<file path="config.mk">
export PLATFORM = sky130hd
export DESIGN_NAME = pong_ball_motion
export DESIGN_NICKNAME = d
export VERILOG_FILES = /design/src/rtl/pong_pkg.sv /design/src/rtl/pong_axis_step.sv /design/src/rtl/pong_ball_motion.sv
export SDC_FILE = /design/constraint.sdc
export NUM_CORES = 1
export LEC_CHECK = 0
export CAP_MARGIN = 15
export CORE_MARGIN = 5
export CORE_UTILIZATION = 30
export DETAILED_ROUTE_END_ITERATION = 16
export PLACE_DENSITY = 0.56
export SLEW_MARGIN = 20
export SYNTH_ARGS = -nofsm -noshare
export SYNTH_HDL_FRONTEND = slang
export SYNTH_SLANG_ARGS = --single-unit
</file>
<file path="constraint.sdc">
create_clock -name pixel_clock -period 2.15 [get_ports pixel_clock]
set_input_delay 0.43 -clock pixel_clock [delete_from_list [all_inputs] [get_ports pixel_clock]]
set_output_delay 0.43 -clock pixel_clock [all_outputs]
set_load 0.05 [all_outputs]
</file>
<file path="src/rtl/pong_pkg.sv">
// Shared VGA timing constants, ball playfield limits and enum types for the pong ball datapath.
package pong_pkg;

  localparam int H         = 640;
  localparam int HFP       = 16;
  localparam int HS        = 40;
  localparam int HBP       = 128;
  localparam int V         = 480;
  localparam int VFP       = 10;
  localparam int VS        = 2;
  localparam int VBP       = 29;
  localparam int BALL_SIZE = 16;

  // Limits are in raw counter coordinates, origin at the start of sync.
  localparam logic [9:0] X_MIN = 10'(HS + HBP);
  localparam logic [9:0] X_MAX = 10'(HS + HBP + H - BALL_SIZE);
  localparam logic [9:0] Y_MIN = 10'(VS + VBP);
  localparam logic [9:0] Y_MAX = 10'(VS + VBP + V - BALL_SIZE);
  localparam logic [9:0] X_C   = 10'(HS + HBP + (H - BALL_SIZE) / 2);
  localparam logic [9:0] Y_C   = 10'(VS + VBP + (V - BALL_SIZE) / 2);

  // DIR_POS is right (x) or down (y).
  typedef enum logic {DIR_POS = 1'b0, DIR_NEG = 1'b1} dir_t;
  typedef enum logic {ST_SERVE = 1'b0, ST_MOVE = 1'b1} state_t;

endpackage

</file>
<file path="src/rtl/pong_axis_step.sv">
// One-axis clamp/reflect step: advances pos by speed, pins it to min/max and flips dir on a hit.
module pong_axis_step
  import pong_pkg::*;
(
  input  logic [9:0] i_pos,
  input  logic       i_dir,
  input  logic [3:0] i_speed,
  input  logic [9:0] i_min,
  input  logic [9:0] i_max,
  output logic [9:0] o_pos,
  output logic       o_dir,
  output logic       o_hit
);

  logic [10:0] w_fwd;
  logic [10:0] w_lo_lim;

  always_comb begin
    w_fwd    = {1'b0, i_pos} + {7'd0, i_speed};
    w_lo_lim = {1'b0, i_min} + {7'd0, i_speed};
    o_pos    = i_pos;
    o_dir    = i_dir;
    o_hit    = 1'b0;
    if (i_dir == DIR_NEG) begin
      // Compare before subtracting so the position can never wrap below min.
      if ({1'b0, i_pos} <= w_lo_lim) begin
        o_pos = i_min;
        o_dir = DIR_POS;
        o_hit = 1'b1;
      end else begin
        o_pos = i_pos - {6'd0, i_speed};
      end
    end else begin
      if (w_fwd >= {1'b0, i_max}) begin
        o_pos = i_max;
        o_dir = DIR_NEG;
        o_hit = 1'b1;
      end else begin
        o_pos = w_fwd[9:0];
      end
    end
  end

endmodule

</file>
<file path="src/rtl/pong_ball_motion.sv">
// Ball position/direction per video frame with serve hold and wall bounce.
// Optional speed ramp on bounces: define PONG_BALL_SPEED_RAMP_EN.
module pong_ball_motion
  import pong_pkg::*;
#(
  parameter int SPEED        = 2,
  parameter int SERVE_FRAMES = 60
`ifdef PONG_BALL_SPEED_RAMP_EN
  ,
  parameter int SPEED_MAX    = 8,
  parameter int RAMP_BOUNCES = 4
`endif
) (
  input  logic       pixel_clock,
  input  logic       reset,
  input  logic       vga_vs,
  input  logic       enable,
  output logic [9:0] ball_x,
  output logic [9:0] ball_y,
  output logic [3:0] ball_speed,
  output logic       bounce,
  output logic       state_move
);

  localparam int SCW = $clog2(SERVE_FRAMES + 1);
  localparam logic [SCW-1:0] SERVE_LAST = SCW'(SERVE_FRAMES - 1);

  logic           r_vs_q;
  logic [9:0]     r_x;
  logic [9:0]     r_y;
  dir_t           r_dir_x;
  dir_t           r_dir_y;
  state_t         r_state;
  logic [SCW-1:0] r_serve_cnt;
  logic           r_bounce;

  logic           w_tick;
  logic           w_adv;
  logic           w_move_step;
  state_t         w_state_nxt;
  logic [SCW-1:0] w_serve_nxt;
  logic [3:0]     w_speed;
  logic [9:0]     w_x_nxt;
  logic [9:0]     w_y_nxt;
  logic           w_dir_x_nxt;
  logic           w_dir_y_nxt;
  logic           w_hit_x;
  logic           w_hit_y;

  // One tick per frame on the falling edge of the active-low V-sync.
  assign w_tick = r_vs_q & ~vga_vs;
  assign w_adv  = w_tick & enable;

  always_comb begin
    w_state_nxt = r_state;
    w_serve_nxt = r_serve_cnt;
    w_move_step = 1'b0;
    case (r_state)
      ST_SERVE: begin
        if (w_adv) begin
          if (r_serve_cnt == SERVE_LAST) begin
            w_state_nxt = ST_MOVE;
          end else begin
            w_serve_nxt = r_serve_cnt + 1'b1;
          end
        end
      end
      ST_MOVE: begin
        w_move_step = w_adv;
      end
      default: begin
        w_state_nxt = ST_SERVE;
      end
    endcase
  end

  pong_axis_step u_step_x (
    .i_pos   (r_x),
    .i_dir   (r_dir_x),
    .i_speed (w_speed),
    .i_min   (X_MIN),
    .i_max   (X_MAX),
    .o_pos   (w_x_nxt),
    .o_dir   (w_dir_x_nxt),
    .o_hit   (w_hit_x)
  );

  pong_axis_step u_step_y (
    .i_pos   (r_y),
    .i_dir   (r_dir_y),
    .i_speed (w_speed),
    .i_min   (Y_MIN),
    .i_max   (Y_MAX),
    .o_pos   (w_y_nxt),
    .o_dir   (w_dir_y_nxt),
    .o_hit   (w_hit_y)
  );

  always_ff @(posedge pixel_clock) begin
    if (reset) begin
      r_vs_q      <= 1'b1;
      r_x         <= X_C;
      r_y         <= Y_C;
      r_dir_x     <= DIR_POS;
      r_dir_y     <= DIR_POS;
      r_state     <= ST_SERVE;
      r_serve_cnt <= '0;
      r_bounce    <= 1'b0;
    end else begin
      r_vs_q      <= vga_vs;
      r_state     <= w_state_nxt;
      r_serve_cnt <= w_serve_nxt;
      // A corner hit yields a single pulse since both axes share this flop.
      r_bounce    <= w_move_step & (w_hit_x | w_hit_y);
      if (w_move_step) begin
        r_x     <= w_x_nxt;
        r_y     <= w_y_nxt;
        r_dir_x <= dir_t'(w_dir_x_nxt);
        r_dir_y <= dir_t'(w_dir_y_nxt);
      end
    end
  end

`ifdef PONG_BALL_SPEED_RAMP_EN
  localparam int BCW = $clog2(RAMP_BOUNCES + 1);
  localparam logic [BCW-1:0] RAMP_LAST = BCW'(RAMP_BOUNCES - 1);

  logic [3:0]     r_speed;
  logic [BCW-1:0] r_bounce_cnt;

  always_ff @(posedge pixel_clock) begin
    if (reset) begin
      r_speed      <= 4'(SPEED);
      r_bounce_cnt <= '0;
    end else if (w_move_step && (w_hit_x || w_hit_y)) begin
      if (r_bounce_cnt == RAMP_LAST) begin
        r_bounce_cnt <= '0;
        if (r_speed < 4'(SPEED_MAX)) begin
          r_speed <= r_speed + 1'b1;
        end
      end else begin
        r_bounce_cnt <= r_bounce_cnt + 1'b1;
      end
    end
  end

  assign w_speed = r_speed;
`else
  assign w_speed = 4'(SPEED);
`endif

  assign ball_x     = r_x;
  assign ball_y     = r_y;
  assign ball_speed = w_speed;
  assign bounce     = r_bounce;
  assign state_move = (r_state == ST_MOVE);

endmodule
</file>
After elaboration in Yosys (flattened, before gate mapping)
Index checks and enable logic that the tools add are counted.
{"block": "classes", "n_mux": 20, "add_sub_neg": 5, "reduce_logical": 1, "bitwise_logic": 7, "eq_ne": 1, "n_lt_le_gt_ge": 4}
{"op": "10-bit two-way mux", "count": 6}
{"op": "10-bit by 2-bit adder with 11-bit output, second input constant", "count": 2}
{"op": "10-bit by 2-bit subtractor with 10-bit output, second input constant", "count": 2}
{"op": "1-bit two-way mux", "count": 14}
{"op": "11-bit by 10-bit >= comparator with 1-bit output, second input constant", "count": 1}
{"op": "11-bit by 9-bit >= comparator with 1-bit output, second input constant", "count": 1}
{"op": "10-bit by 6-bit less-or-equal comparator with 1-bit output, second input constant", "count": 1}
{"op": "10-bit by 8-bit less-or-equal comparator with 1-bit output, second input constant", "count": 1}
{"op": "6-bit by 1-bit adder with 6-bit output, second input constant", "count": 1}
{"op": "6-bit == test, second input constant", "count": 1}
{"op": "1-bit bitwise AND", "count": 3}
{"op": "1-bit inverter", "count": 3}
{"op": "3-bit AND reduction", "count": 1}
{"op": "1-bit OR", "count": 1}
{"block": "totals", "elab_cells": 46, "in_bits": 4, "ff_bits": 31}

Depth between registers and ports, before layout
{"block": "depth", "depth_word": 6, "mapped_depth": 10}

By module
Synthesis repeated with hierarchy kept, for this count alone.
{"block": "hier_totals", "cells_unflattened": 640, "hier_area_um2": 4665.7}
{"mod": "pong_axis_step (u_step_y)", "seq_area_each_um2": 0.0, "cells_per_inst": 248, "instances": 1, "area_per_inst_um2": 1725.4}
{"mod": "pong_axis_step (u_step_x)", "seq_area_each_um2": 0.0, "cells_per_inst": 245, "instances": 1, "area_per_inst_um2": 1716.6}
{"mod": "pong_ball_motion", "seq_area_each_um2": 620.6, "cells_per_inst": 147, "instances": 1, "area_per_inst_um2": 1223.7}

Least setup slack after synthesis
No wires, ideal clock.
{"block": "synth_timing", "kind": "register -> register", "startpoint": "reg r_x[2] (netlist: ball_x[2])", "endpoint": "reg r_x[7] (netlist: ball_x[7])", "slack_ns": -0.328, "stages_incl_launch_ff": 10, "n_path_buf": 1, "arrival_time_ns": 2.359, "period_less_slack_ns": 2.478, "path_cell_list": "dfxtp_1 -> ha_1 -> buf_2 -> nand2_1 -> or3_1 -> mux2i_1 -> nor2_1 -> o21ai_4 -> o311a_1 -> o31a_1"}
{"block": "synth_via", "elab_chain_cells": 4}
{"element": "start, declared", "line_no": "pong_ball_motion.sv:29", "source": "logic [9:0] r_x;"}
{"element": "start signal, assigned", "line_no": "pong_ball_motion.sv:116", "source": "r_x <= w_x_nxt;"}
{"element": "10-bit by 2-bit adder with 11-bit output", "line_no": "pong_axis_step.sv:19", "source": "w_fwd = {1'b0, i_pos} + {7'd0, i_speed};"}
{"element": "11-bit by 10-bit >= comparator with 1-bit output", "line_no": "pong_axis_step.sv:34", "source": "if (w_fwd >= {1'b0, i_max}) begin"}
{"element": "10-bit two-way mux", "line_no": "pong_axis_step.sv:34"}
{"element": "10-bit two-way mux *", "line_no": "pong_axis_step.sv:24", "source": "if (i_dir == DIR_NEG) begin"}
Mark *: on every way between the ends. The rest lies on a longest branch, timed or not.
A chain may end at the register's enable or synchronous reset.

Worst setup path after layout
{"block": "layout_timing", "startpoint": "reg r_x[8] (netlist: ball_x[8])", "endpoint": "out ball_x[8]"}
{"element": "end, declared", "line_no": "pong_ball_motion.sv:18", "source": "output logic [9:0] ball_x,"}
No word-level cell between the ends.

==> metrics.txt <==
slowest stage delay, CP 0.80 ns; H-tree levels 2; Post-route DRC 0; Final nets 354; delay-heaviest family, CP buffers and inverters; Seq/Total Area, Yosys 26.12%; list of most frequent post-synthesis cells nor2_1 (35), dfxtp_1 (30), nand2_1 (28), o21ai_0 (27), a21oi_1 (18); Final Hold Viols 0; fin. max-slew vios 0; vias in the first global route 2,201; number of synthesized register bits 30; pre-CTS setup slack 0.07856 ns; Max-Cap Viols 0; Starting Density 30.23%; slowest CP cell clkdlybuf4s50_1; Ys Warns 0; FP Rows 32; final WL 6069 µm; Via density 5.230; drt first pass iters 4; PnR worst setup slack 0.07737 ns; routed length per instance 13.58 µm; Synth area leader dfxtp_1; Slew headroom 66.01%; Power Dens Cells 380.7 nW/µm²; utilization after layout 37.71%; worst-path maximum fanout 6; Post-Syn Area 2300 µm²; Mean Syn Cell Area 7.395 µm²; period utilization 96.40%; fmax 482.5 MHz; count leader, synth nor2_1; Root Buffer clkbuf_8; Static Leakage 1.082 nW; cts hold-fix bufs 0; area share of the leading cell type in the synthesized netlist 26.12%; Syn Inst Count 311; Area contributors post-synth dfxtp_1 (26%), o21ai_0 (5.9%), nor2_1 (5.7%); CP cell instances buf_4 > clkdlybuf4s50_1; Worst Path Buf+Inv 2; share of cells above drive strength 1 22.32%; pin count of the biggest net entering global routing 21; Initial DRC Count 125; placed cell area 2730 µm²; Placer Congestion 0.8752; Yosys cell types 65; Die ar. 9517 µm²; post-layout instance area 2869 µm²; core box area 7607 µm²; Final Critical Period 2.073 ns; FFs w/ async S/R, synth 0%; clk buf depth 2; Worst Setup Start Kind flip-flop; chip width 97.56 µm; met1 track demand over resource 17.36%; initial antenna violation count 0; post-route ant nets 0; HP Class flip-flop to flip-flop; I/O pin cnt 30; vias 2,338; EDFF count, synth 0; CTS tree yes; status finished clean; Sink Count 30; clock-pin slew on the worst setup and hold paths 0.07 ns; GRT Max-Usage Layer met2; Crit. End Element output pin; Synth Flop Type dfxtp_1; GRT Util Overall 12.77%; Area Growth Syn to Fin 24.76%; met2 Use GR 20.72%; global-route wire length before repair 10,340 µm; HPWL Detailed 4444 µm; Power Total 0.001092 W; Die Ht 97.56 µm; buffers added on ports 24; Final setup violation count 0; critical path class flip-flop to output pin; WP data required 1.72 ns; Worst IR Drop VDD 230.1 µV; final std cells w/o fill 447; GR Overflow Total 0; GR Layer Usage met3 2.369%; Worst-Skew Late Latency 0.28 ns; DP Cell Count 436; crit path DAT 1.64 ns; Worst Max-Slew Pin Slew 0.5082 ns; Ant. Diodes 0; clk_skew 0.008469 ns; total CTS buffers 5
-- repair_timing --
item                                    CTS  global route
endpoints found under the hold margin     0             0
gates resized for setup                   0             9
endpoints found under the setup margin    0             9
buffers inserted                          0             3
-- metrics by stage --
| stage | hold slack, ns | TNS, ns |
|---|---|---|
| 6_report | 0.5211 | 0 |
| 4_1_cts | 0.5301 | 0 |
| 3_5_place_dp | 0.5032 | 0 |
| 3_3_place_gp | 0.5024 | 0 |
| 5_1_grt | 0.5540 | -0.006043 |
| 2_1_floorplan | 0.4794 | 0 |
-- worst min-delay path, delay by kind of cell (launching register included) --
kind | cells | cell delay [ns]
DFF | 1 | 0.38
and+or+nand+nor | 1 | 0.06
AOI/OAI and AO/OA | 1 | 0.06
-- placed cells by master, fill, tap and decap left out, drive strengths merged, types with 5 or more instances in the layout --
cell	Yosys	layout
nor2	36	36
buf	19	34
nand2	30	30
o21ai	30	30
dfxtp	30	30
a21oi	19	19
clkdlybuf4s50	0	18
nand3	17	17
inv	10	11
xor2	8	8
nor3	8	8
and3	6	6
a31oi	6	6
nand4	6	6
ha	6	6
clkbuf	11	6
conb	2	5
mux2i	5	5
-- final timing paths --
check	to	cells past startpoint	from	slack, ns
max	ball_x[8]	2	ball_x[8]	0.08
min	ball_y[0]	2	ball_y[0]	0.52
max reg2reg	r_dir_x	10	ball_x[1]	0.13
min reg2reg	ball_y[0]	2	ball_y[0]	0.52
-- layout make-up --
cell class | count | area, µm²
sequential | 30 | 624.3
clock inverter | 2 | 11.26
clock buffer | 6 | 82.58
inverter | 10 | 37.54
fill | 835 | 4738
timing repair buffer | 53 | 460.4
multi-input combinational | 244 | 1525
tap | 102 | 127.6
-- where the power goes --
| group | switching, W | internal (W) | leakage (nW) |
|---|---|---|---|
| registers | 0.00000201 | 0.000553 | 0.244 |
| logic | 0.0000368 | 0.0000153 | 0.787 |
| clock network | 0.000227 | 0.000258 | 0.0515 |
-- per-layer routing --
layer	part of all wire, %	wire (µm)
met1	48	2914
met2	46	2800
met3	4.6	279
met4	1.2	74
met5	0	0
-- logic make-up after synthesis --
| family | after synthesis | synth area share, % |
|---|---|---|
| adder cells (fa/ha/maj) | 6 | 3.264 |
| multiplexers | 5 | 2.176 |
| buffers and inverters | 40 | 9.032 |
| AO/OA/AOI/OAI | 92 | 27.10 |
| other | 2 | 0.3266 |
| flip-flops | 30 | 26.12 |
| AND/OR/NAND/NOR | 125 | 27.80 |
| XOR/XNOR | 11 | 4.190 |
-- flip-flops by register name, summed over array words and instances, names as in the netlist --
register     count
ball_x           9
ball_y          10
bounce           1
r_dir_y          1
r_vs_q           1
r_serve_cnt      6
r_dir_x          1
state_move       1
Power figures use the tool's default switching activity.
